$ cat src/rtl/instr_fetch.sv
// Instruction fetch front end: in-order requests with a credit limit of two,
// a two-entry response buffer, and redirect handling through a flush state.
module instr_fetch #(
  parameter logic [31:0] RESET_PC = 32'h0000_0000,
  parameter logic [31:0] NOP_CODE = 32'h0000_0013
) (
  input  logic        clk,
  input  logic        rst,
  output logic        imem_req_valid,
  input  logic        imem_req_ready,
  output logic [31:0] imem_req_addr,
  input  logic        imem_rsp_valid,
  input  logic [31:0] imem_rsp_data,
  input  logic        redirect_valid,
  input  logic [31:0] redirect_pc,
  input  logic        stall,
  output logic        instr_valid,
  output logic [31:0] instr_code,
  output logic [31:0] instr_pc
);

  // state    | meaning
  // ST_RUN   | issuing requests, buffering in-order responses
  // ST_FLUSH | no requests; draining responses that predate a redirect
  typedef enum logic {
    ST_RUN   = 1'b0,
    ST_FLUSH = 1'b1
  } state_t;

  state_t      state;
  state_t      state_nxt;
  logic [29:0] pc_word;
  logic [29:0] pc_word_nxt;
  logic [1:0]  outstanding;
  logic [1:0]  outstanding_nxt;

  logic [31:0] fifo_data [2];
  logic [31:0] fifo_pc   [2];
  logic        fifo_wr_ptr;
  logic        fifo_rd_ptr;
  logic [1:0]  fifo_count;

  logic [31:0] aq_pc [2];
  logic        aq_wr_ptr;
  logic        aq_rd_ptr;

  logic [2:0]  credit_used;
  logic        req_hs;
  logic        rsp_take;
  logic        fifo_push;
  logic        fifo_pop;

  always_ff @(posedge clk) begin
    if (rst) begin
      state <= ST_RUN;
    end else begin
      state <= state_nxt;
    end
  end

  always_comb begin
    credit_used     = {1'b0, outstanding} + {1'b0, fifo_count};
    instr_valid     = (fifo_count != 2'd0);
    imem_req_valid  = 1'b0;
    req_hs          = 1'b0;
    rsp_take        = 1'b0;
    fifo_push       = 1'b0;
    fifo_pop        = 1'b0;
    outstanding_nxt = outstanding;
    pc_word_nxt     = pc_word;
    state_nxt       = state;

    // Credit uses only registered counts; a pop this cycle frees nothing yet.
    imem_req_valid = !rst && (state == ST_RUN) && (credit_used < 3'd2);
    req_hs         = imem_req_valid && imem_req_ready;
    rsp_take       = imem_rsp_valid && (outstanding != 2'd0);
    fifo_push      = rsp_take && (state == ST_RUN) && !redirect_valid;
    fifo_pop       = instr_valid && !stall && !redirect_valid;

    case ({req_hs, rsp_take})
      2'b10:   outstanding_nxt = outstanding + 2'd1;
      2'b01:   outstanding_nxt = outstanding - 2'd1;
      default: outstanding_nxt = outstanding;
    endcase

    if (redirect_valid) begin
      pc_word_nxt = redirect_pc[31:2];
    end else if (req_hs) begin
      pc_word_nxt = pc_word + 30'd1;
    end

    case (state)
      ST_RUN: begin
        if (redirect_valid && (outstanding_nxt != 2'd0)) begin
          state_nxt = ST_FLUSH;
        end
      end
      ST_FLUSH: begin
        if (outstanding_nxt == 2'd0) begin
          state_nxt = ST_RUN;
        end
      end
      default: state_nxt = ST_RUN;
    endcase
  end

  always_ff @(posedge clk) begin
    if (rst) begin
      pc_word     <= RESET_PC[31:2];
      outstanding <= 2'd0;
    end else begin
      pc_word     <= pc_word_nxt;
      outstanding <= outstanding_nxt;
    end
  end

  // Response buffer bookkeeping; a redirect empties both queues at once.
  always_ff @(posedge clk) begin
    if (rst) begin
      fifo_wr_ptr <= 1'b0;
      fifo_rd_ptr <= 1'b0;
      fifo_count  <= 2'd0;
      aq_wr_ptr   <= 1'b0;
      aq_rd_ptr   <= 1'b0;
    end else if (redirect_valid) begin
      fifo_wr_ptr <= 1'b0;
      fifo_rd_ptr <= 1'b0;
      fifo_count  <= 2'd0;
      aq_wr_ptr   <= 1'b0;
      aq_rd_ptr   <= 1'b0;
    end else begin
      if (fifo_push) begin
        fifo_wr_ptr <= ~fifo_wr_ptr;
        aq_rd_ptr   <= ~aq_rd_ptr;
      end
      if (fifo_pop) begin
        fifo_rd_ptr <= ~fifo_rd_ptr;
      end
      case ({fifo_push, fifo_pop})
        2'b10:   fifo_count <= fifo_count + 2'd1;
        2'b01:   fifo_count <= fifo_count - 2'd1;
        default: fifo_count <= fifo_count;
      endcase
      if (req_hs) begin
        aq_wr_ptr <= ~aq_wr_ptr;
      end
    end
  end

  always_ff @(posedge clk) begin
    if (fifo_push) begin
      fifo_data[fifo_wr_ptr] <= imem_rsp_data;
      fifo_pc[fifo_wr_ptr]   <= aq_pc[aq_rd_ptr];
    end
    if (req_hs && !redirect_valid) begin
      aq_pc[aq_wr_ptr] <= {pc_word, 2'b00};
    end
  end

  assign imem_req_addr = {pc_word, 2'b00};
  assign instr_code    = instr_valid ? fifo_data[fifo_rd_ptr] : NOP_CODE;
  assign instr_pc      = instr_valid ? fifo_pc[fifo_rd_ptr] : 32'h0000_0000;

endmodule

$ cat config.mk
export PLATFORM = sky130hd
export DESIGN_NAME = instr_fetch
export DESIGN_NICKNAME = d
export VERILOG_FILES = /design/src/rtl/instr_fetch.sv
export SDC_FILE = /design/constraint.sdc
export NUM_CORES = 1
export LEC_CHECK = 0
export CAP_MARGIN = 20
export CORE_MARGIN = 2
export CORE_UTILIZATION = 47
export DETAILED_ROUTE_END_ITERATION = 6
export PLACE_DENSITY = 0.76
export SLEW_MARGIN = 5
export SYNTH_ARGS = -nofsm -noshare
export SYNTH_HDL_FRONTEND = slang
export SYNTH_SLANG_ARGS = --single-unit
$ cat constraint.sdc
create_clock -name clk -period 4.1 [get_ports clk]
set_input_delay 0.41 -clock clk [delete_from_list [all_inputs] [get_ports clk]]
set_output_delay 0.41 -clock clk [all_outputs]
set_load 0.005 [all_outputs]
==> out/summary.txt, run 1 <==
Port bufs: 161
Slowest cell on crit path: or4_4
Combinational Power Share: 9.7%
Setup TNS Final: 0 ns
Slew @ Worst Pin: 0.928 ns
Crit-path cells: and2_1 -> fa_1 -> or4_4 -> clkinv_1 -> clkdlybuf4s50_1
Stages on the worst setup path: 5
Net Sw Power: 1.18 mW
Yosys top cell by area: edfxtp_1
Min cycle time layout: 3.43 ns
CP required: 3.69 ns
Largest net degree at the start of global routing: 63
Die Y: 144 um
Final worst slack: 0.670 ns
First-pass GRT wire length: 29.2 mm
Clk pwr share: 39.3%
CTS sink count: 225
Yosys cell types: 49
Die width: 144 um
Synth Flop Type: edfxtp_1
Routed Antenna Nets: 0
CTS tree: done
Synth area leaders: edfxtp_1 (60%), dfxtp_1 (8.9%), mux2i_1 (6.9%), nor2_1 (4.0%), mux2_2 (3.8%)
Commonest non-fill, non-tap cell in the layout: edfxtp_1
Placer congestion estimate: 0.836
Vias in the first global route: 5,671
RSZ-0062 raised after global routing: false
Slew HR: 38.1%
Clock Latency Late Sink: 0.51 ns
Maximum capacitance violations: 0
Hold buffer count at CTS: 0
Initial antenna violation count: 0
Core area: 19,300 um^2
Crit path launch type: flip-flop
Hold Vio Cnt, Final: 0
Sw Ratio: 22.1%
Post-synthesis register bit count: 225
ANT cells: 0
CP delay by family, top: simple AND/OR/NAND/NOR gates
Setup bufs post-CTS: 0
Part of the Yosys area used for sequential elements: 69.1%
Synthesis Warnings: 0
DP Cell Count: 1,056
Area after DPL: 11,100 um^2
Number of flops mapped to enable cells by yosys: 184
Row count: 51
Routed length per instance: 17.0 um
Multi-input gate area: 2640 um^2
Avg Inst Size Synth: 14.0 um^2
Leak Pwr: 3.78 nW
Synth top area share: 60.2%
Syn-to-layout area delta: 29.3%
Fin nets: 890
Outcome: complete, no violations
Flop pwr share: 51.0%
Hold Path Class: primary input to flip-flop
DRT Pass-1 Iters: 6
Starting DRT DRC Count: 310
Drt total wl: 18.7 mm
Slew Limit Fails: 0
Initial Util: 47.5%
GRT Overall Usage: 18.1%
Clk buf depth: 3
CTS root buf: clkbuf_16
# setup viols final: 0
Reg2reg start: fifo_count[0]$_SDFFE_PP0P_
Async set or reset register ratio after synthesis: 0%
Final cell count without fillers: 1,098
Placement Setup Slack: 0.916 ns
Vias per inst: 5.27
CP bufs+invs: 2
HP Start: redirect_pc[27]
Hold EP: pc_word[25]$_SDFFE_PP0P_
Hold path depth: 3
Share of cells above drive strength 1: 10.7%
Reg2Reg Setup Slack: 0.86 ns
IO Pins: 168
Register area: 6350 um^2
Via count: 5,788
Clock skew: 0.0123 ns
DRC: 0
Most frequent cells in the layout: edfxtp_1 (184), clkdlybuf4s50_1 (161), nor2_1 (94)
CTS H-Tree Depth: 1
Fillcell total: 1,481
Int Pwr: 4.14 mW
WP data arrival: 3.02 ns
Worst Path Max Fanout: 16
Worst r2r path cells: 8
IR drop worst, VDD: 0.313 mV
Die ar.: 20,700 um^2
Fin area: 11,900 um^2
# resized after CTS: 0
Cell Area, Synth: 9180 um^2
Register clock-pin slew on the reported worst setup and hold paths: 0.07 ns
CP endpoint kind: output port
Power Density: 448 nW/um^2
Critical path type: flip-flop to output port
GRT Residual Overflow: 0
Max Freq: 0.292 GHz
HPWL Detailed: 12.2 mm
Period Utilization, post-route: 83.7%
Worst path max stage delay: 0.67 ns
RR Endpoint: state$_SDFF_PP0_
Cts bufs inserted: 23
Post-Synthesis Cells: 654
worst register-to-register path: stages, from the launching register on:
cell and delay (ns):
dfxtp_1 0.45, and2_1 0.18, fa_1 0.42, or4_4 0.67, clkinv_1 0.24, nand2_1 0.17
ha_1 0.38, or3_1 0.38, a311oi_1 0.26
final cells by class:
type	instances	area share, %
flip-flops and latches	225	53.5
well taps	265	2.79
clock buffers	28	5.17
multi-input cells	377	22.2
repair buffers	173	14.5
clock inverters	14	1.31
inverters	16	0.506
layer usage:
metal	track usage [%]	routed length (um)
met1	23.8	7920
met2	30.4	9070
met3	4.03	1410
met4	5.21	284
met5	0	0
kinds of logic after synthesis:
group | Yosys count | synth area share (%)
flip-flops | 225 | 69.1
AND/OR/NAND/NOR | 199 | 10.6
multiplexers | 94 | 10.7
AO/OA/AOI/OAI | 58 | 4.67
buffers and inverters | 55 | 2.59
XOR/XNOR | 18 | 1.72
adder cells (fa/ha/maj) | 4 | 0.627
other | 1 | 0.0408
through the flow:
stage          hold WS [ns]  utilization, %  power [mW]
4_1_cts               0.458            61.4        5.35
5_1_grt               0.464            61.4        5.52
3_5_place_dp          0.510            57.4        3.28
3_3_place_gp          0.492            57.4        3.26
6_report              0.472            61.4        5.32
2_1_floorplan         0.481               -        3.02
synth_stat cells, types with 4 or more instances:
cell         n
nor2_1      97
xnor2_1     12
inv_1       15
clkbuf_1    25
a211oi_1    11
a21oi_1      6
a2111oi_0    5
or3_1        7
nor4_1       9
o21ai_0      8
buf_1        7
mux2i_1     63
buf_4        4
dfxtp_1     41
xor2_1       6
nand3_1     10
nor3_1       9
edfxtp_1   184
and4_1      11
a311oi_1    11
nand2_1     21
or4_1        6
nand4_1     16
mux2_2      31
and2_1       4
o31ai_1      4
sequential cells by signal, summed over array words and instances (netlist names), 2 cells and up, named ones only:
name / count
outstanding: 2
fifo_data: 64
aq_pc: 60
fifo_count: 2
fifo_pc: 60
pc_word: 30
how the worst max path moves through the flow:
stage / start / end / slack (ns)
after floorplan: redirect_valid / fifo_data[0][0]$_DFFE_PP_ / 0.007
after global placement: fifo_count[0]$_SDFFE_PP0P_ / state$_SDFF_PP0_ / 0.98
after detailed placement: fifo_count[0]$_SDFFE_PP0P_ / pc_word[17]$_SDFFE_PP0P_ / 0.92
after CTS: fifo_count[0]$_SDFFE_PP0P_ / imem_req_valid / 0.69
after global routing: fifo_count[0]$_SDFFE_PP0P_ / imem_req_valid / 0.58
final: fifo_count[0]$_SDFFE_PP0P_ / imem_req_valid / 0.67
power by group through the flow:
stage	clock (mW)	combinational (mW)	sequential, mW
2_1_floorplan	0	0.279	2.74
3_3_place_gp	0	0.509	2.75
3_5_place_dp	0	0.519	2.76
4_1_cts	2.12	0.523	2.71
5_1_grt	2.23	0.569	2.72
6_report	2.09	0.518	2.71
Power figures use the tool's default switching activity.
==> inputs of run 2 (changes only) <==
==> constraint.sdc (replaced) <==
create_clock -name clk -period 2.93 [get_ports clk]
set_input_delay 0.293 -clock clk [delete_from_list [all_inputs] [get_ports clk]]
set_output_delay 0.293 -clock clk [all_outputs]
set_load 0.005 [all_outputs]
==> run 2 against run 1 <==
Effect of this change: the flow now finishes with violations (DRC); first-iteration DRC count up 8.7%; sequential share of layout area down 1.0 points; wire length up 6.0%; worst hold slack worse by 0.10 ns; non-clock buffer count up 22.
==> out/summary.txt, run 2 (same netlist as run 1, synthesis figures left out) <==
Vias in the first global route: 5,708 (was 5,671)
Leak Pwr: 3.89 nW (was 3.78 nW)
Failing checks: DRC
Commonest non-fill, non-tap cell in the layout: edfxtp_1 (unchanged)
Share of cells above drive strength 1: 13.3% (was 10.7%)
CTS tree: done (unchanged)
Sw Ratio: 22.3% (was 22.1%)
DP Cell Count: 1,077 (was 1,056)
Core area: 19,300 um^2 (unchanged)
Area after DPL: 11,300 um^2 (was 11,100 um^2)
Largest net degree at the start of global routing: 58 (was 63)
CP required: 3.34 ns (was 3.69 ns)
Register clock-pin slew on the reported worst setup and hold paths: 0.06 ns (was 0.07 ns)
IR drop worst, VDD: 0.316 mV (was 0.313 mV)
CTS H-Tree Depth: 1 (unchanged)
Die width: 144 um (unchanged)
Hold slack: 0.370 ns (was 0.472 ns)
Slew HR: 54.7% (was 38.1%)
CP bufs+invs: 4 (was 2)
Flop pwr share: 51.1% (was 51.0%)
Most frequent cells in the layout: edfxtp_1 (184), clkdlybuf4s50_1 (160), nor2_1 (94) (was edfxtp_1 (184), clkdlybuf4s50_1 (161), nor2_1 (94))
Port bufs: 161 (unchanged)
Combinational Power Share: 11.1% (was 9.7%)
Starting DRT DRC Count: 337 (was 310)
Final cell count without fillers: 1,119 (was 1,098)
Via count: 6,005 (was 5,788)
Int Pwr: 5.75 mW (was 4.14 mW)
CTS root buf: clkbuf_16 (unchanged)
CTS sink count: 225 (unchanged)
Die ar.: 20,700 um^2 (unchanged)
Drt total wl: 19.8 mm (was 18.7 mm)
Outcome: complete, but fails checks (was complete, no violations)
DRT Pass-1 Iters: 7 (was 6)
Placer congestion estimate: 0.899 (was 0.836)
Syn-to-layout area delta: 31.9% (was 29.3%)
Fin area: 12,100 um^2 (was 11,900 um^2)
GRT Overall Usage: 18.7% (was 18.1%)
Final worst slack: 0.0832 ns (was 0.670 ns)
Slew Limit Fails: 0 (unchanged)
Vias per inst: 5.37 (was 5.27)
Power Density: 611 nW/um^2 (was 448 nW/um^2)
Crit path launch type: flip-flop (unchanged)
Row count: 51 (unchanged)
Most used cell along the critical path: buf_4
Cts bufs inserted: 23 (unchanged)
Regs by FF count: fifo_data (64), aq_pc (60), fifo_pc (60) (unchanged)
Maximum capacitance violations: 0 (unchanged)
Max reg flops: 64 (unchanged)
CP endpoint kind: flip-flop (was output port)
Worst path max stage delay: 0.56 ns (was 0.67 ns)
DRC: 1 (was 0)
Crit-path cells: and2_1 -> fa_1 -> or4_4 -> buf_8 -> clkinv_1 -> buf_4 -> nand4_1 -> buf_4 -> o31a_1 -> nor4_1 (was and2_1 -> fa_1 -> or4_4 -> clkinv_1 -> clkdlybuf4s50_1)
Slowest cell on crit path: or4_4 (unchanged)
HPWL Detailed: 13.3 mm (was 12.2 mm)
Total power: 7.40 mW (was 5.32 mW)
Clock skew: 0.0174 ns (was 0.0123 ns)
Fin nets: 912 (was 890)
Setup TNS Final: 0 ns (unchanged)
ANT cells: 0 (unchanged)
IO Pins: 168 (unchanged)
Clock Latency Late Sink: 0.50 ns (was 0.51 ns)
Critical path type: flip-flop to flip-flop (was flip-flop to output port)
Hold Vio Cnt, Final: 0 (unchanged)
Clk pwr share: 37.7% (was 39.3%)
Placement Setup Slack: -0.000701 ns (was 0.916 ns)
# setup viols final: 0 (unchanged)
First-pass GRT wire length: 30.1 mm (was 29.2 mm)
Worst Path Max Fanout: 15 (was 16)
Routed Antenna Nets: 0 (unchanged)
Initial Util: 47.5% (unchanged)
Die Y: 144 um (unchanged)
Largest Register: fifo_data (unchanged)
Hold Path Class: primary input to flip-flop (unchanged)
Initial antenna violation count: 0 (unchanged)
Net Sw Power: 1.65 mW (was 1.18 mW)
Slew @ Worst Pin: 0.674 ns (was 0.928 ns)
Routed length per instance: 17.7 um (was 17.0 um)
Max Freq: 0.351 GHz
Period Utilization, post-route: 97.2%
GRT Residual Overflow: 0 (unchanged)
RSZ-0062 raised after global routing: false (unchanged)
CP delay by family, top: simple AND/OR/NAND/NOR gates (unchanged)
Min cycle time layout: 2.85 ns
Final core utilization: 62.6% (was 61.4%)
Clk buf depth: 3 (unchanged)
WP data arrival: 3.26 ns (was 3.02 ns)
## run 2: cell types whose count changed in the layout (fill, tap and decap cells not counted), moves of 2 or more
cell / delta
clkbuf_1: +2
buf_4: +16
buf_12: +5
clkbuf_8: +3
a311oi_1: -2
a311oi_2: +2
bufinv_16: -2
clkinv_2: -4
## run 2: power groups by stage
stage	logic (mW)	registers (mW)	clock network (mW)
finish	0.825	3.78	2.79
global route	0.897	3.80	2.99
CTS	0.808	3.78	2.84
detailed placement	0.801	3.85	0
global placement	0.783	3.84	0
floorplan	0.393	3.83	0
## run 2: what timing repair did
item	4_1_cts	5_1_grt
pin swaps	0	2
hold buffers	0	0
gates cloned	0	0
setup buffers	0	1
gates resized for setup	2	8
endpoints found under the setup margin	2	7
## run 2: worst paths after layout
| kind | from | to | slack (ns) | depth (start not counted) |
|---|---|---|---|---|
| setup / recovery | outstanding[0]$_SDFF_PP0_ | pc_word[19]$_SDFFE_PP0P_ | 0.08 | 10 |
| hold / removal | redirect_pc[27] | pc_word[25]$_SDFFE_PP0P_ | 0.37 | 3 |
| setup reg to reg | outstanding[0]$_SDFF_PP0_ | pc_word[19]$_SDFFE_PP0P_ | 0.08 | 10 |
| hold reg to reg | fifo_rd_ptr$_SDFFE_PP0P_ | flip-flop | 0.52 | 2 |
## run 2: layout make-up
class | count | area, um^2
tap | 265 | 332
sequential | 225 | 6350
multi-input combinational | 377 | 2680
inverter | 16 | 60.1
clock inverter | 8 | 71.3
clock buffer | 33 | 663
timing repair buffer | 195 | 1960
fill | 1421 | 7220
## run 2: worst reg2reg max path: stages, from the launching register on
cell and delay (ns):
dfxtp_1 0.31, and2_1 0.16, fa_1 0.43, or4_4 0.56, buf_8 0.17, clkinv_1 0.08
buf_4 0.13, nand4_1 0.20, buf_4 0.21, o31a_1 0.26, nor4_1 0.24
## run 2: layer usage
layer | GRT usage, % | vias to the layer above | share of wire (%)
met3 | 3.63 | 24 | 6.9
met4 | 4.44 | 0 | 1.3
met2 | 32.7 | 223 | 50
met5 | 0 | - | 0
li1 | - | 2836 | -
met1 | 24.2 | 2922 | 42
==> inputs of run 3 (changes only) <==
--- a/config.mk
+++ b/config.mk
@@ -6,10 +6,14 @@
 export NUM_CORES = 1
 export LEC_CHECK = 0
 export CAP_MARGIN = 20
+export CELL_PAD_IN_SITES_DETAIL_PLACEMENT = 1
+export CELL_PAD_IN_SITES_GLOBAL_PLACEMENT = 1
 export CORE_MARGIN = 2
-export CORE_UTILIZATION = 47
+export CORE_UTILIZATION = 39
+export CTS_CLUSTER_DIAMETER = 120
+export CTS_CLUSTER_SIZE = 10
 export DETAILED_ROUTE_END_ITERATION = 6
-export PLACE_DENSITY = 0.76
+export PLACE_DENSITY_LB_ADDON = 0.1
 export SLEW_MARGIN = 5
 export SYNTH_ARGS = -nofsm -noshare
 export SYNTH_HDL_FRONTEND = slang
==> run 3 against run 2 <==
Effect of this change: the run now ends clean; global-route usage down 0.42 points; clock skew shrank 0.0022 ns; first-iteration DRC count down 19%; count of clock-buffer cells in the layout grew 14; via count grew 0.28%; sequential share of layout area fell by 0.36 points; cell count grew 5.6%; combinational power increased by 2%; die area rose by 20%; critical path depth decreased by 3; worst setup slack got worse by 0.074 ns.
==> out/summary.txt, run 3 (same netlist as run 1, synthesis figures left out) <==
Outcome: complete, no violations (was complete, but fails checks)
Fin area: 12,200 um^2 (was 12,100 um^2)
Worst Path Max Fanout: 7 (was 15)
IR drop worst, VDD: 0.332 mV (was 0.316 mV)
Drt total wl: 22.8 mm (was 19.8 mm)
Combinational Power Share: 11.2% (was 11.1%)
Port bufs: 161 (unchanged)
Period Utilization, post-route: 99.7% (was 97.2%)
Min cycle time layout: 2.92 ns (was 2.85 ns)
DRC: 0 (was 1)
Initial antenna violation count: 1 (was 0)
Syn-to-layout area delta: 32.8% (was 31.9%)
Hold Vio Cnt, Final: 0 (unchanged)
Row count: 56 (was 51)
Hold slack: 0.362 ns (was 0.370 ns)
Critical path type: flip-flop to flip-flop (unchanged)
Via count: 6,022 (was 6,005)
Slew @ Worst Pin: 0.644 ns (was 0.674 ns)
CTS root buf: clkbuf_16 (unchanged)
Final core utilization: 52.4% (was 62.6%)
Max reg flops: 64 (unchanged)
IO Pins: 168 (unchanged)
Routed Antenna Nets: 0 (unchanged)
Placement Setup Slack: -0.104 ns (was -0.000701 ns)
Placer congestion estimate: 0.836 (was 0.899)
Die ar.: 24,800 um^2 (was 20,700 um^2)
Core area: 23,300 um^2 (was 19,300 um^2)
Commonest non-fill, non-tap cell in the layout: edfxtp_1 (unchanged)
CP required: 3.34 ns (about the same)
Clk pwr share: 38.5% (was 37.7%)
Die Y: 157 um (was 144 um)
Final cell count without fillers: 1,182 (was 1,119)
Routed length per instance: 19.3 um (was 17.7 um)
Vias per inst: 5.09 (was 5.37)
Die width: 157 um (was 144 um)
Regs by FF count: fifo_data (64), aq_pc (60), fifo_pc (60) (unchanged)
Fillcell total: 2,330 (was 1,421)
ANT cells: 0 (unchanged)
Vias in the first global route: 6,440 (was 5,708)
Clk buf depth: 3 (unchanged)
# setup viols final: 0 (unchanged)
GRT Overall Usage: 18.3% (was 18.7%)
Initial Util: 39.5% (was 47.5%)
Slew HR: 56.7% (was 54.7%)
Hold buffer count at CTS: 0 (unchanged)
Flop pwr share: 50.4% (was 51.1%)
First-pass GRT wire length: 35.3 mm (was 30.1 mm)
Int Pwr: 5.81 mW (was 5.75 mW)
Share of cells above drive strength 1: 13.1% (was 13.3%)
Largest net degree at the start of global routing: 55 (was 58)
Clock skew: 0.0152 ns (was 0.0174 ns)
HPWL Detailed: 15.3 mm (was 13.3 mm)
Register clock-pin slew on the reported worst setup and hold paths: 0.06 ns (about the same)
RSZ-0062 raised after global routing: true (was false)
DRT Pass-1 Iters: 4 (was 7)
Hold Path Class: primary input to flip-flop (unchanged)
Clock Latency Late Sink: 0.51 ns (was 0.50 ns)
DP Cell Count: 1,132 (was 1,077)
CTS H-Tree Depth: 1 (unchanged)
Slew Limit Fails: 0 (unchanged)
Max Freq: 0.342 GHz (was 0.351 GHz)
Crit path launch type: flip-flop (unchanged)
Area after DPL: 11,400 um^2 (was 11,300 um^2)
Most frequent cells in the layout: edfxtp_1 (184), clkdlybuf4s50_1 (160), nor2_1 (94) (unchanged)
Leak Pwr: 3.92 nW (was 3.89 nW)
Power Density: 617 nW/um^2 (was 611 nW/um^2)
CTS tree: done (unchanged)
Starting DRT DRC Count: 274 (was 337)
Cts bufs inserted: 26 (was 23)
Net Sw Power: 1.72 mW (was 1.65 mW)
Sw Ratio: 22.9% (was 22.3%)
Setup TNS Final: 0 ns (unchanged)
CP endpoint kind: flip-flop (unchanged)
Maximum capacitance violations: 0 (unchanged)
Total power: 7.52 mW (was 7.40 mW)
CTS sink count: 225 (unchanged)
Final worst slack: 0.00926 ns (was 0.0832 ns)
Fin nets: 917 (was 912)
Largest Register: fifo_data (unchanged)
WP data arrival: 3.33 ns (was 3.26 ns)
GRT Residual Overflow: 0 (unchanged)
## run 3: changes by cell type in the layout (fill, tap and decap cells not counted), sizes merged
cell / change
dlygate4sd2: +1
buf: +2
clkinv: -5
clkbuf: +13
bufinv: -1
clkinvlp: -2
inv: +1
## run 3: area by class of cell
| type | count | area (um^2) | area share, % |
|---|---|---|---|
| clock buffers | 47 | 751 | 6.16 |
| repair buffers | 197 | 1950 | 16.0 |
| multi-input cells | 377 | 2680 | 22.0 |
| clock inverters | 1 | 6.26 | 0.0513 |
| inverters | 16 | 61.3 | 0.503 |
| well taps | 319 | 399 | 3.27 |
| flip-flops and latches | 225 | 6350 | 52.1 |
## run 3: repair_timing
action,in CTS,in global routing
pin swaps,4,5
gates resized for setup,10,4
endpoints found under the setup margin,7,42
setup buffers,2,1
## run 3: path summary, 6_finish.rpt
check	start	end	slack, ns	cells past startpoint
worst max-delay path	outstanding[0]$_SDFF_PP0_	pc_word[18]$_SDFFE_PP0P_	0.009	7
worst min-delay path	redirect_pc[4]	pc_word[2]$_SDFFE_PP0P_	0.36	3
worst max register to register	outstanding[0]$_SDFF_PP0_	pc_word[18]$_SDFFE_PP0P_	0.009	7
worst min register to register	aq_rd_ptr$_SDFFE_PP0P_	aq_rd_ptr$_SDFFE_PP0P_	0.52	2
## run 3: worst max-delay path, stage by stage (launching register included)
cell and delay, ns:
dfxtp_2 0.32, and2_4 0.15, fa_1 0.43, or4_4 0.54, buf_6 0.15, or3_4 0.40, or4_4 0.53, a311oi_2 0.28
## run 3: power groups by stage
| stage | Clock [mW] | Sequential, mW | Combinational [mW] |
|---|---|---|---|
| final | 2.89 | 3.79 | 0.840 |
| after global routing | 3.09 | 3.81 | 0.924 |
| after CTS | 2.98 | 3.79 | 0.849 |
| after detailed placement | 0 | 3.86 | 0.816 |
| after global placement | 0 | 3.84 | 0.788 |
| after floorplan | 0 | 3.83 | 0.393 |
## run 3: routing by layer
layer | vias to the layer above | track usage [%] | routed length (um)
li1 | 2848 | - | -
met1 | 2986 | 22.7 | 9720
met2 | 151 | 32.7 | 11400
met3 | 35 | 3.22 | 1060
met4 | 2 | 5.15 | 533
met5 | - | 0 | 13
